### config.mk
export PLATFORM = sky130hd
export DESIGN_NAME = result_serializer
export DESIGN_NICKNAME = d
export VERILOG_FILES = /design/src/rtl/result_serializer.sv
export SDC_FILE = /design/constraint.sdc
export NUM_CORES = 1
export LEC_CHECK = 0
export CAP_MARGIN = 10
export CORE_AREA = 2 2 77 79
export DETAILED_ROUTE_END_ITERATION = 7
export DIE_AREA = 0 0 79 81
export PLACE_DENSITY_LB_ADDON = 0.1
export RECOVER_POWER = 25
export SLEW_MARGIN = 20
export SYNTH_ARGS = -nofsm -noshare
export SYNTH_HDL_FRONTEND = slang
export SYNTH_SLANG_ARGS = --single-unit
### constraint.sdc
create_clock -name clk -period 2.3 [get_ports clk]
set_input_delay 0.69 -clock clk [delete_from_list [all_inputs] [get_ports clk]]
set_output_delay 0.69 -clock clk [all_outputs]
set_load 0.02 [all_outputs]
### src/rtl/result_serializer.sv
// result_serializer: streams a parallel result word out one bit at a time on
// ser_out, framed by ser_frame, with an optional trailing even-parity bit.
module result_serializer #(
  parameter int unsigned WIDTH     = 32,
  parameter bit          MSB_FIRST = 1'b1,
  parameter bit          PARITY_EN = 1'b1
) (
  input  logic             clk,
  input  logic             rst_n,
  input  logic             in_valid,
  output logic             in_ready,
  input  logic [WIDTH-1:0] in_data,
  input  logic             ser_en,
  output logic             ser_out,
  output logic             ser_frame,
  output logic             done
);

  localparam int unsigned CNT_W = $clog2(WIDTH);
  localparam logic [CNT_W-1:0] LAST_CNT = CNT_W'(WIDTH - 1);

  typedef enum logic [1:0] {
    IDLE   = 2'd0,
    DATA   = 2'd1,
    PARITY = 2'd2
  } state_t;

  state_t           state_q, state_d;
  logic [WIDTH-1:0] shreg_q, shreg_d;
  logic [CNT_W-1:0] cnt_q, cnt_d;
  logic             par_q, par_d;
  logic             ser_out_d;
  logic             ser_frame_d;
  logic             done_d;

  // in_ready only decodes the state register
  assign in_ready = (state_q == IDLE);

  // Next-state, datapath and next-output logic; ser_out/ser_frame/done are
  // precomputed here so they leave the block straight from flops.
  always_comb begin
    state_d = state_q;
    shreg_d = shreg_q;
    cnt_d   = cnt_q;
    par_d   = par_q;

    case (state_q)
      IDLE: begin
        if (in_valid) begin
          shreg_d = in_data;
          par_d   = ^in_data;
          cnt_d   = '0;
          state_d = DATA;
        end
      end
      DATA: begin
        if (ser_en) begin
          if (MSB_FIRST) begin
            shreg_d = {shreg_q[WIDTH-2:0], 1'b0};
          end else begin
            shreg_d = {1'b0, shreg_q[WIDTH-1:1]};
          end
          cnt_d = cnt_q + CNT_W'(1);
          if (cnt_q == LAST_CNT) begin
            state_d = PARITY_EN ? PARITY : IDLE;
          end
        end
      end
      PARITY: begin
        if (ser_en) begin
          state_d = IDLE;
        end
      end
      default: state_d = IDLE;
    endcase

    ser_frame_d = (state_d != IDLE);
    done_d      = (state_q != IDLE) && (state_d == IDLE);

    case (state_d)
      DATA:    ser_out_d = MSB_FIRST ? shreg_d[WIDTH-1] : shreg_d[0];
      PARITY:  ser_out_d = par_d;
      default: ser_out_d = 1'b0;
    endcase
  end

  // State, datapath and output registers; reset drops any word in flight
  always_ff @(posedge clk or negedge rst_n) begin
    if (!rst_n) begin
      state_q   <= IDLE;
      shreg_q   <= '0;
      cnt_q     <= '0;
      par_q     <= 1'b0;
      ser_out   <= 1'b0;
      ser_frame <= 1'b0;
      done      <= 1'b0;
    end else begin
      state_q   <= state_d;
      shreg_q   <= shreg_d;
      cnt_q     <= cnt_d;
      par_q     <= par_d;
      ser_out   <= ser_out_d;
      ser_frame <= ser_frame_d;
      done      <= done_d;
    end
  end

endmodule

==> results.yml <==
routing:
  ant_nets: 0
  drt_iter0_drc: 69
  num_vias: 1754
  drt-pass1-iter-count: 4
  drt-total-wl_mm: 4.80
  wire_per_inst_um: 13.2
  via_per_inst: 4.83
  drc: 0
synth:
  syn_area_um2: 2170
  synth_cell_types: 27
  synth_edf_count: 0
  syn_inst: 223
  synth.yosys.seq_area_share: 0.495
  ys_warn_count: 0
  synth_flop_cell: "dfrtp_1"
  synth_fp_nets: 264
  async_flop_share: 1.00
  yosys.area.top_type: "dfrtp_1"
  ys_seq_elements: 43
  syn_avg_cell_area_um2: 9.74
  synth_area_leaders: "dfrtp_1 (50%), nand2_1 (11%), xnor2_1 (11%)"
  synth_top_area_share: 0.495
sta:
  fin_worst_skew_ps: 1.41
  finalCritPeriodShare: 0.940
  period_needed_ps: 2160
  hold_viol: 0
  tightest_slew_ps: 1110
  fin_hold_ws_ps: 476
  rsz0062_at_grt: "no"
  slew_viol_final: 0
  timing.fmax_mhz: 463
  setup-violations-final: 0
  max_slew_margin: 0.257
placement:
  place_congestion: 0.805
  hpwl_mm: 3.52
  dpl.cell_count: 355
  io_buffer_count: 39
grt:
  grt_max_degree: 32
  grt_antenna_before_repair: 0
  grt_pass1_wl_mm: 8.30
  track_usage: 0.168
  grt_pass1_vias: 1804
  grt_overflow: 0
cts:
  worst_skew_pair.late_latency_ps: 300
  h-tree-depth: 2
  cts.sinks: 43
  cts_tree: "yes"
  path_clk_slew_ps: 80
  cts_root_buf: "clkbuf_8"
  cts.path.max_buffers: 2
  cts_made_buffers: 5
  cts_hold_buf: 0
outcome:
  outcome: "finished clean"
min_path:
  hold_path_class: "reg -> reg"
cells_and_area:
  nets: 328
  layout_common_cells: "nand2_1 (63), dfrtp_1 (43), clkdlybuf4s50_1 (37), a22oi_1 (30)"
  final_core_util: 0.521
  final_common_cell: "nand2_1"
  antenna_cells: 0
  syn_to_final_growth_pct: 36.2
  finalNonFillerCells: 363
  drive_gt1_frac: 0.146
setup_path:
  start_kind: "flop"
  required_ps: 2470
  cp.arrival_ps: 2330
  end_kind: "flop"
  critical_path_peak_fanout: 4
  crit_type: "reg -> reg"
die:
  initial_utilization: 0.383
  dieArea_um2: 6400
  die_w_um: 79
  io_pins: 40
  rows: 28
  coreArea_um2: 5680
  die_y_um: 81
pwr:
  p_total_mw: 2.54
  power_density_nw_per_um2: 860
  p_leak_nw: 1.43
  peakVddDrop_mv: 0.359
job:
  drv_cap: 0
-- flip-flops by register name (all words and copies together), names as in the netlist --
signal,flops
cnt_q,5
done,1
par_q,1
ser_frame,1
ser_out,1
shreg_q,32
state_q,2
-- synthesized netlist by cell type, types with 2 or more instances --
| master | instances |
|---|---|
| ha_1 | 5 |
| dfrtp_1 | 43 |
| a21oi_1 | 2 |
| nand2_1 | 63 |
| inv_1 | 5 |
| buf_4 | 3 |
| buf_2 | 9 |
| o21ai_0 | 2 |
| and2_1 | 2 |
| a22o_1 | 3 |
| xor2_1 | 6 |
| a22oi_1 | 30 |
| nor2_1 | 7 |
| xnor2_1 | 27 |
| nand3_1 | 4 |
-- routing by layer --
layer | share of wire | global-route usage | up-vias
li1 | - | - | 879
met1 | 0.48 | 0.219 | 839
met2 | 0.47 | 0.279 | 28
met3 | 0.030 | 0.0333 | 8
met4 | 0.017 | 0.0621 | 0
met5 | 0 | 0 | -
-- power by group --
part	internal (mW)	leakage (nW)	total, mW	switching, mW
registers	1.01	0.570	1.16	0.150
logic	0.395	0.801	0.758	0.363
clock network	0.352	0.0612	0.622	0.270
-- kinds of logic (layout without fill, tap and decap cells) --
family / count (synthesis) / count (layout) / share of synthesized area
simple gates: 81 / 81 / 0.151
compound gates: 43 / 43 / 0.147
flops: 43 / 43 / 0.495
xor+xnor: 33 / 33 / 0.133
buf+inv: 17 / 82 / 0.0397
fa+ha+maj: 5 / 5 / 0.0288
mux: 1 / 1 / 0.00518
-- worst paths after layout --
path | from | to | slack (ps) | depth (start not counted)
max | cnt_q[0] | ser_out | 140 | 9
min | shreg_q[14] | shreg_q[14] | 480 | 2
max reg2reg | cnt_q[0] | ser_out | 140 | 9
min reg2reg | shreg_q[14] | shreg_q[14] | 480 | 2
max in group asynchronous | rst_n | shreg_q[5] | 530 | 2
min in group asynchronous | rst_n | ser_frame | 570 | 1
-- critical path: stages (launching register included) --
cell      delay (ps)
dfrtp_1          420
ha_1             220
and3_1           190
ha_1             200
a31o_2           270
ha_1             340
nand3_1           80
nor2_1            40
a31oi_1          140
o221ai_1         120
-- metrics by stage --
step | TNS, ps | area [um^2] | setup WS [ps]
floorplan | 0 | 2170 | 302
global placement | -1220 | 2850 | -87.2
detailed placement | -1240 | 2850 | -127
CTS | 0 | 2960 | 63.3
global route | 0 | 2960 | 7.88
finish | 0 | 2960 | 138
-- cell type report --
class                   count  area [um^2]
clock buffers               6         82.6
clock inverters             2         35.0
fillers                   547         2720
inverters                   5         18.8
multi-input cells         163         1020
flip-flops and latches     43         1080
well taps                  75         93.8
repair buffers             69          634
-- repair_timing --
action	in CTS	in global routing
setup endpoints to repair	0	2
gates resized for setup	0	2
setup buffers	0	0
(Power assumes the default switching activity.)
